`src/rtl/clock_set_ctrl.sv`:
```
// Alarm-clock control FSM: time setting, alarm setting, one-second prescaler
// and alarm detection for an external packed-BCD 12-hour timer.
module clock_set_ctrl #(
  parameter int TICK_DIV = 4
) (
  input  logic       clk,
  input  logic       reset,
  input  logic       btn_mode,
  input  logic       btn_alm,
  input  logic       btn_inc,
  input  logic       alarm_arm,
  input  logic [7:0] cur_hh,
  input  logic [7:0] cur_mm,
  input  logic [7:0] cur_ss,
  input  logic       cur_pm,
  output logic       tick_ena,
  output logic       load,
  output logic [7:0] ld_hh,
  output logic [7:0] ld_mm,
  output logic [7:0] ld_ss,
  output logic       ld_pm,
  output logic       alarm,
  output logic [2:0] state
);

  typedef enum logic [2:0] {
    RUN    = 3'd0,
    SET_HH = 3'd1,
    SET_MM = 3'd2,
    AL_HH  = 3'd3,
    AL_MM  = 3'd4
  } state_t;

  localparam logic [15:0] DIV_LAST = 16'(TICK_DIV - 1);

  state_t      state_q;
  state_t      state_d;
  logic [15:0] presc_q;
  logic [7:0]  edit_hh;
  logic [7:0]  edit_mm;
  logic        edit_pm;
  logic [7:0]  al_hh;
  logic [7:0]  al_mm;
  logic        al_pm;
  logic        fired_q;

  logic        btn_any;
  logic        consume;
  logic        capture;
  logic        do_load;
  logic        inc_edit_hh;
  logic        inc_edit_mm;
  logic        inc_al_hh;
  logic        inc_al_mm;
  logic        match_raw;
  logic        alarm_set;

  // 12-hour BCD hour step; returns {pm, hh}. pm flips only on 11 -> 12.
  function automatic logic [8:0] hour_next(input logic [7:0] hh, input logic pm);
    logic [8:0] r;
    case (hh)
      8'h01, 8'h02, 8'h03, 8'h04,
      8'h05, 8'h06, 8'h07, 8'h08: r = {pm, hh + 8'h01};
      8'h09:                      r = {pm, 8'h10};
      8'h10:                      r = {pm, 8'h11};
      8'h11:                      r = {~pm, 8'h12};
      default:                    r = {pm, 8'h01};
    endcase
    return r;
  endfunction

  // BCD minute step 00..59, wrapping without carry into the hour.
  function automatic logic [7:0] min_next(input logic [7:0] mm);
    logic [7:0] r;
    if (mm >= 8'h59)
      r = 8'h00;
    else if (mm[3:0] >= 4'h9)
      r = {mm[7:4] + 4'h1, 4'h0};
    else
      r = mm + 8'h01;
    return r;
  endfunction

  assign state   = state_q;
  assign btn_any = btn_mode | btn_alm | btn_inc;
  // A button press while ringing only silences the alarm.
  assign consume = alarm & btn_any;

  assign match_raw = (state_q == RUN) && alarm_arm &&
                     (cur_hh == al_hh) && (cur_mm == al_mm) &&
                     (cur_pm == al_pm) && (cur_ss == 8'h00);
  assign alarm_set = match_raw && !tick_ena && !fired_q;

  // State register.
  always_ff @(posedge clk or negedge reset) begin
    if (!reset) state_q <= RUN;
    else        state_q <= state_d;
  end

  // Next-state decode and per-state edit actions; a step button wins over btn_inc.
  always_comb begin
    state_d     = state_q;
    capture     = 1'b0;
    do_load     = 1'b0;
    inc_edit_hh = 1'b0;
    inc_edit_mm = 1'b0;
    inc_al_hh   = 1'b0;
    inc_al_mm   = 1'b0;
    if (!consume) begin
      case (state_q)
        RUN: begin
          if (btn_mode) begin
            state_d = SET_HH;
            capture = 1'b1;
          end else if (btn_alm) begin
            state_d = AL_HH;
          end
        end
        SET_HH: begin
          if (btn_mode)     state_d = SET_MM;
          else if (btn_inc) inc_edit_hh = 1'b1;
        end
        SET_MM: begin
          if (btn_mode) begin
            state_d = RUN;
            do_load = 1'b1;
          end else if (btn_inc) begin
            inc_edit_mm = 1'b1;
          end
        end
        AL_HH: begin
          if (btn_alm)      state_d = AL_MM;
          else if (btn_inc) inc_al_hh = 1'b1;
        end
        AL_MM: begin
          if (btn_alm)      state_d = RUN;
          else if (btn_inc) inc_al_mm = 1'b1;
        end
        default: state_d = RUN;
      endcase
    end
  end

  // Prescaler: counts only while staying in RUN, so entering RUN (or loading) restarts it.
  always_ff @(posedge clk or negedge reset) begin
    if (!reset) begin
      presc_q  <= '0;
      tick_ena <= 1'b0;
    end else if (state_q == RUN && state_d == RUN) begin
      if (presc_q == DIV_LAST) begin
        presc_q  <= '0;
        tick_ena <= 1'b1;
      end else begin
        presc_q  <= presc_q + 16'd1;
        tick_ena <= 1'b0;
      end
    end else begin
      presc_q  <= '0;
      tick_ena <= 1'b0;
    end
  end

  // Load strobe and held load value; seconds always load as zero.
  always_ff @(posedge clk or negedge reset) begin
    if (!reset) begin
      load  <= 1'b0;
      ld_hh <= 8'h12;
      ld_mm <= 8'h00;
      ld_ss <= 8'h00;
      ld_pm <= 1'b0;
    end else begin
      load <= do_load;
      if (do_load) begin
        ld_hh <= edit_hh;
        ld_mm <= edit_mm;
        ld_ss <= 8'h00;
        ld_pm <= edit_pm;
      end
    end
  end

  // Time edit registers: snapshot the running time, then step in place.
  always_ff @(posedge clk or negedge reset) begin
    if (!reset) begin
      edit_hh <= 8'h12;
      edit_mm <= 8'h00;
      edit_pm <= 1'b0;
    end else if (capture) begin
      edit_hh <= cur_hh;
      edit_mm <= cur_mm;
      edit_pm <= cur_pm;
    end else if (inc_edit_hh) begin
      {edit_pm, edit_hh} <= hour_next(edit_hh, edit_pm);
    end else if (inc_edit_mm) begin
      edit_mm <= min_next(edit_mm);
    end
  end

  // Alarm time registers, edited directly.
  always_ff @(posedge clk or negedge reset) begin
    if (!reset) begin
      al_hh <= 8'h12;
      al_mm <= 8'h00;
      al_pm <= 1'b0;
    end else if (inc_al_hh) begin
      {al_pm, al_hh} <= hour_next(al_hh, al_pm);
    end else if (inc_al_mm) begin
      al_mm <= min_next(al_mm);
    end
  end

  // Alarm ring: fires once per match window; any button or disarm silences it.
  always_ff @(posedge clk or negedge reset) begin
    if (!reset) begin
      alarm   <= 1'b0;
      fired_q <= 1'b0;
    end else begin
      fired_q <= match_raw & (fired_q | alarm_set);
      if (btn_any || !alarm_arm) alarm <= 1'b0;
      else if (alarm_set)        alarm <= 1'b1;
    end
  end

endmodule

```
`config.mk`:
```
export PLATFORM = sky130hd
export DESIGN_NAME = clock_set_ctrl
export DESIGN_NICKNAME = d
export VERILOG_FILES = /design/src/rtl/clock_set_ctrl.sv
export SDC_FILE = /design/constraint.sdc
export NUM_CORES = 1
export LEC_CHECK = 0
export CAP_MARGIN = 20
export CORE_ASPECT_RATIO = 0.6
export CORE_MARGIN = 8
export CORE_UTILIZATION = 50
export CTS_CLUSTER_DIAMETER = 40
export DETAILED_ROUTE_END_ITERATION = 16
export PLACE_DENSITY = 0.75
export SLEW_MARGIN = 30
export SYNTH_ARGS = -nofsm -noshare
export SYNTH_HDL_FRONTEND = slang
export SYNTH_SLANG_ARGS = --single-unit
```
`constraint.sdc`:
```
create_clock -name clk -period 5.5 [get_ports clk]
set_clock_uncertainty 0.1 [all_clocks]
set_input_delay 1.1 -clock clk [delete_from_list [all_inputs] [get_ports clk]]
set_output_delay 1.1 -clock clk [all_outputs]
set_load 0.01 [all_outputs]
```
==> key figures, run 1 <==
Floorplanning
  – # IOs: 62
  – Row count: 25
  – Die width: 134 µm
  – Total Die Area: 11600 µm²
  – Die height: 86.8 µm
  – Core Footprint: 7980 µm²
  – Starting Density: 0.523

Run status
  – Status: finished, final reports clean

GRT
  – GRT overflow: 0
  – Global Route Usage Sum: 0.183
  – Global-route wire length before repair: 17100 µm
  – Largest net degree at the start of global routing: 75
  – Antenna violations before repair: 0
  – Vias in the first global route: 3377

Run
  – Maxcap violations: 0

Final layout
  – # nets final: 541
  – # diodes: 0
  – Fin area: 5070 µm²
  – Share of cells above drive strength 1: 0.0847
  – Area grow syn2layout: 21.3%

STA
  – Worst relative slew slack: 0.544
  – Final worst-path setup slack: 2.64 ns
  – Period minus WS final: 2.86 ns
  – RSZ-0062 raised after global routing: false
  – Final Cycle Share: 0.520
  – Count of final hold-check violations: 0
  – Fin Setup TNS: 0 ns
  – Max Fclk: 350 MHz
  – Final setup violation count: 0
  – Worst slew pin tran: 0.685 ns
  – Hold slack: 0.374 ns
  – Slew Viols, Final: 0

Synthesis
  – Most used DFF post-synth: dfrtp_1
  – Mapped Cells: 443
  – Number of synthesized flops with an enable pin: 0
  – Distinct cell type count after synthesis: 53
  – Sequential-to-total area share from yosys stat: 0.445
  – Async SR Flop Fraction: 1.00
  – Mean Syn Cell Area: 9.42 µm²
  – Yosys warns: 0
  – Synthesized flop and latch total: 74
  – Post-Syn Area: 4180 µm²

Clock network
  – Post-CTS sizing: 0
  – Hold buffers post-CTS: 0
  – Clock slew at reported path FFs: 0.06 ns
  – Clock Path Buffers: 2
  – Num CTS Buffers: 9
  – Clock tree from TritonCTS: yes
  – Clk sinks: 74
  – Clock Tree Root: clkbuf_16
  – Setup bufs post-CTS: 0
  – Skew-Pair Late Insertion Delay: 0.34 ns
  – Maximum level of the CTS H-tree: 3

Drt
  – Via count: 3449
  – Initial DRC Count: 294
  – Avg WL per Cell: 17.1 µm
  – Final antenna-violating net count: 0
  – Vias/cell: 5.71
  – Drt pass-1 iters: 5
  – DRC: 0
  – Routed wire length: 10300 µm

Worst setup path
  – CP max stage cell: clkdlybuf4s50_1
  – WP buf/inv: 1
  – Critical path type: in2reg
  – CP cell instances: clkdlybuf4s50_1, and3_1, nor3b_1, nor2_1, o21ai_1
  – Crit path largest cell delay: 0.73 ns
  – Reg2reg setup slack: 3.31 ns
  – Crit-path leading delay family: simple AND/OR/NAND/NOR gates
  – CP arrival: 2.97 ns
  – Crit start category: primary input
  – Worst endpoint required time: 5.61 ns
  – CP Capture Type: register
  – CP Max Fanout: 18

Power
  – Switching part of the total: 0.365
  – Reg power frac: 0.384
  – Max VDD drop: 214 µV
  – P_leak: 2.16 nW
  – Switching power: 0.882 mW
  – Ratio of total power to cell area: 476 nW/µm²
  – P_int: 1.53 mW
  – Clock share of power: 0.260
  – Combinational power share: 0.356

Place
  – IO buf count: 53
  – GP Congestion: 0.854
  – Dpl hpwl: 7630 µm
  – Placed Area: 4740 µm²
  – Place WS: 2.12 ns

Hold path
  – Worst Hold Class: reg2reg
## per-stage QoR
step | cells | util | total power [mW]
2_1_floorplan | 450 | - | 1.44
3_3_place_gp | 588 | 0.594 | 1.73
3_5_place_dp | 588 | 0.594 | 1.78
4_1_cts | 604 | 0.634 | 2.41
5_1_grt | 604 | 0.635 | 2.57
6_report | 604 | 0.635 | 2.41
## Yosys cell counts, types with 8 or more instances
library cell / n / share of area
a21oi_1: 11 / 0.013
mux2_2: 11 / 0.030
buf_2: 9 / 0.011
nor3_1: 10 / 0.012
buf_4: 8 / 0.014
nand2_1: 41 / 0.037
dfrtp_1: 68 / 0.41
o21ai_0: 33 / 0.040
nor2b_1: 9 / 0.013
inv_1: 20 / 0.018
xor2_1: 13 / 0.027
ha_1: 19 / 0.057
nor2_1: 44 / 0.040
nand3_1: 22 / 0.026
xnor2_1: 24 / 0.050
## layout make-up
cell class,instances,area [µm²]
clock buffer,10,229
inverter,20,75.1
clock inverter,6,90.1
timing repair buffer,54,537
sequential,74,1860
fill,647,2910
multi-input combinational,332,2140
tap,108,135
## worst paths after layout
kind                                       from                      to  cells after the start
max in group asynchronous                 reset          load$_DFF_PN0_                      2
hold reg to reg            ld_hh[0]$_DFFE_PN0P_    ld_hh[0]$_DFFE_PN0P_                      2
setup / recovery                       btn_mode  edit_hh[5]$_DFFE_PN0P_                      5
setup reg to reg             state[0]$_DFF_PN0_  edit_hh[5]$_DFFE_PN0P_                      5
min in group asynchronous                 reset    presc_q[0]$_DFF_PN0_                      2
hold / removal             ld_hh[0]$_DFFE_PN0P_    ld_hh[0]$_DFFE_PN0P_                      2
## cells by family (layout without fill, tap and decap cells)
| family | after synthesis | after routing | synth area share |
|---|---|---|---|
| adder cells (fa/ha/maj) | 19 | 19 | 0.0569 |
| other | 1 | 8 | 0.000898 |
| buffers and inverters | 44 | 90 | 0.0494 |
| AO/OA/AOI/OAI | 81 | 81 | 0.120 |
| XOR/XNOR | 37 | 37 | 0.0776 |
| multiplexers | 11 | 11 | 0.0297 |
| flip-flops | 74 | 74 | 0.445 |
| AND/OR/NAND/NOR | 176 | 176 | 0.220 |
## tightest hold or removal path: stages (launching register included)
cell and delay, ns:
dfrtp_1 0.34, nand2_1 0.05, o21ai_0 0.06
## power by group through the flow
stage / clock (mW) / sequential (mW) / combinational [mW]
after global routing: 0.661 / 0.949 / 0.959
after global placement: 0 / 0.912 / 0.816
final: 0.628 / 0.926 / 0.859
after detailed placement: 0 / 0.926 / 0.851
after floorplan: 0 / 0.869 / 0.572
after CTS: 0.634 / 0.919 / 0.858
## sequential cells by signal, summed over array words and instances (netlist names), 3 cells and up
name and flops:
al_hh 8, ld_mm 8, edit_hh 8, state 3
ld_hh 8, edit_mm 8, al_mm 8, presc_q 16
## metal layers
metal	vias up	wire length (µm)	track usage
met1	1671	4920	0.254
met3	11	819	0.0589
li1	1629	-	-
met4	0	93	0.0466
met5	-	0	0
met2	138	4480	0.267
## cell usage in the layout (no fill, tap or decap), drive strengths merged, types with 6 or more instances in the layout
master	instances
mux2	11
clkdlybuf4s50	52
nand2b	6
nand4	6
nand3	22
dfstp	6
nor3b	6
and3	6
ha	19
dfrtp	68
nor2	44
nand2	41
nor4	8
a21oi	11
nor2b	9
xor2	13
xnor2	24
nor3	11
clkbuf	10
o21ai	37
inv	21
conb	8
No activity file was read; power rests on OpenSTA's default activity.
==> inputs of run 2 (changes only) <==
clock period = 2.9 ns   (was 5.5 ns; I/O delays follow)
==> run 2 against run 1 <==
Compared with the run above:
- power rose by 87%
- setup slack worse by 2.0 ns
- design area up 0.40%
- largest power group unchanged
- non-clock buffer count up 5
- critical path type is now reg2out
- highest routed layer unchanged
- sequential cell count unchanged
- sequential power up 89%
- sequential share of layout area shrank 0.14 points
==> key figures, run 2 (synthesis gave the netlist of run 1 again) <==
Clock network
  – Num CTS Buffers: 9 (unchanged)
  – Maximum level of the CTS H-tree: 3 (unchanged)
  – Clk sinks: 74 (unchanged)
  – Clock Tree Root: clkbuf_16
  – Clock slew at reported path FFs: 0.06 ns (about the same)
  – Skew-Pair Late Insertion Delay: 0.34 ns (about the same)
  – Hold buffers post-CTS: 0 (unchanged)
  – Post-CTS sizing: 0 (unchanged)
  – Setup bufs post-CTS: 0 (unchanged)
  – Clock Path Buffers: 2 (unchanged)
  – Clock tree from TritonCTS: yes

Final layout
  – Most common cell after layout, fill and taps aside: dfrtp_1
  – # nets final: 546 (+0.92%)
  – Max reg flops: 16 (unchanged)
  – Final Util: 0.638 (+0.00251)
  – Most frequent cells in the layout: dfrtp_1 (68), clkdlybuf4s50_1 (52), nor2_1 (44)
  – # diodes: 0 (unchanged)
  – Share of cells above drive strength 1: 0.0898 (+0.00514)
  – Filler cell count: 649 (+0.31%)
  – Largest Register: presc_q
  – Area grow syn2layout: 21.8%

Place
  – IO buf count: 53 (unchanged)
  – Dpl hpwl: 7730 µm (+1.3%)
  – GP Congestion: 0.875 (+2.4%)

Worst setup path
  – WP buf/inv: 1 (unchanged)
  – Crit-path leading delay family: buffers and inverters
  – CP cell instances: clkdlybuf4s50_1
  – CP max stage cell: clkdlybuf4s50_1
  – Worst endpoint required time: 2.22 ns (-3.39 ns)
  – Reg2reg setup slack: 0.83 ns (-2.48 ns)
  – Crit start category: register
  – Crit path largest cell delay: 0.63 ns (-0.10 ns)
  – CP arrival: 1.59 ns (-1.38 ns)
  – Critical path type: reg2out
  – CP Max Fanout: 14 (-4)
  – CP Capture Type: output port

Power
  – P_leak: 2.18 nW (+0.73%)
  – Ratio of total power to cell area: 886 nW/µm² (+86%)
  – Max VDD drop: 637 µV (+200%)

Drt
  – DRC: 0 (unchanged)
  – Drt pass-1 iters: 5 (unchanged)
  – Final antenna-violating net count: 0 (unchanged)
  – Vias/cell: 5.61 (-1.7%)
  – Routed wire length: 10200 µm (-1.3%)
  – Avg WL per Cell: 16.7 µm (-2.1%)
  – Via count: 3417 (-0.93%)
  – Initial DRC Count: 368 (+25%)

Floorplanning
  – Starting Density: 0.523 (unchanged)
  – Core Footprint: 7980 µm² (unchanged)
  – # IOs: 62 (unchanged)
  – Die height: 86.8 µm (unchanged)
  – Row count: 25 (unchanged)
  – Die width: 134 µm (unchanged)
  – Total Die Area: 11600 µm² (unchanged)

STA
  – Fin Setup TNS: 0 ns (unchanged)
  – Final setup violation count: 0 (unchanged)
  – Worst relative slew slack: 0.592 (+0.0484)
  – Slew Viols, Final: 0 (unchanged)
  – RSZ-0062 raised after global routing: false
  – Final Cycle Share: 0.783
  – Worst slew pin tran: 0.612 ns (-0.0726 ns)
  – Max Fclk: 440 MHz
  – Count of final hold-check violations: 0 (unchanged)
  – Period minus WS final: 2.27 ns

Run status
  – Status: finished, final reports clean

GRT
  – Antenna violations before repair: 0 (unchanged)
  – GRT overflow: 0 (unchanged)
  – Largest net degree at the start of global routing: 51 (-32%)
  – Vias in the first global route: 3303 (-2.2%)
  – Global Route Usage Sum: 0.181 (-0.00127)
  – Global-route wire length before repair: 16900 µm (-1.3%)

Hold path
  – Worst Hold Class: in2async

Run
  – Maxcap violations: 0 (unchanged)
-- run 2: cell types whose count changed in the layout (fill, tap and decap cells not counted), sizes merged --
| cell | delta |
|---|---|
| clkbuf | +2 |
| bufinv | -1 |
| buf | +5 |
| inv | -1 |
-- run 2: per-layer routing --
layer | up-vias | wire [µm] | track usage | part of all wire
li1 | 1639 | - | - | -
met1 | 1640 | 5060 | 0.260 | 0.50
met2 | 126 | 4290 | 0.262 | 0.42
met3 | 12 | 711 | 0.0497 | 0.070
met4 | 0 | 112 | 0.0466 | 0.011
met5 | - | 0 | 0 | 0
-- run 2: worst paths after layout --
kind	from	end	cells past startpoint
worst max-delay path	state[0]$_DFF_PN0_	state[0]	1
worst min-delay path	reset	state[1]$_DFF_PN0_	1
worst max register to register	edit_hh[1]$_DFFE_PN1P_	edit_hh[0]$_DFFE_PN0P_	7
worst min register to register	ld_pm$_DFFE_PN0P_	ld_pm$_DFFE_PN0P_	2
max in group asynchronous	reset	ld_hh[4]$_DFFE_PN1P_	2
min in group clk	ld_pm$_DFFE_PN0P_	ld_pm$_DFFE_PN0P_	2
-- run 2: power breakdown --
group          internal, mW  switching, mW  total [mW]
clock                 0.690          0.416        1.11
combinational         0.812          0.843        1.65
sequential             1.36          0.388        1.75
total                  2.86           1.65        4.51
-- run 2: per-stage QoR --
| stage | power, mW | cells | hold slack (ns) | setup WS [ns] | area [µm²] |
|---|---|---|---|---|---|
| 6_report | 4.51 | 609 | 0.161 | 0.629 | 5090 |
| 5_1_grt | 4.82 | 609 | 0.197 | 0.556 | 5090 |
| 4_1_cts | 4.51 | 609 | 0.168 | 0.615 | 5090 |
| 3_5_place_dp | 3.39 | 593 | 0.361 | 0.454 | 4790 |
| 3_3_place_gp | 3.33 | 593 | 0.357 | 0.518 | 4790 |
| 2_1_floorplan | 2.73 | 450 | 0.184 | 1.09 | 4200 |
-- run 2: area by class of cell --
cell class	instances	area (µm²)	share of cell area
inverters	20	75.1	0.0148
repair buffers	59	583	0.115
multi-input cells	332	2140	0.420
clock inverters	4	51.3	0.0101
flip-flops and latches	74	1860	0.366
clock buffers	12	246	0.0485
well taps	108	135	0.0266
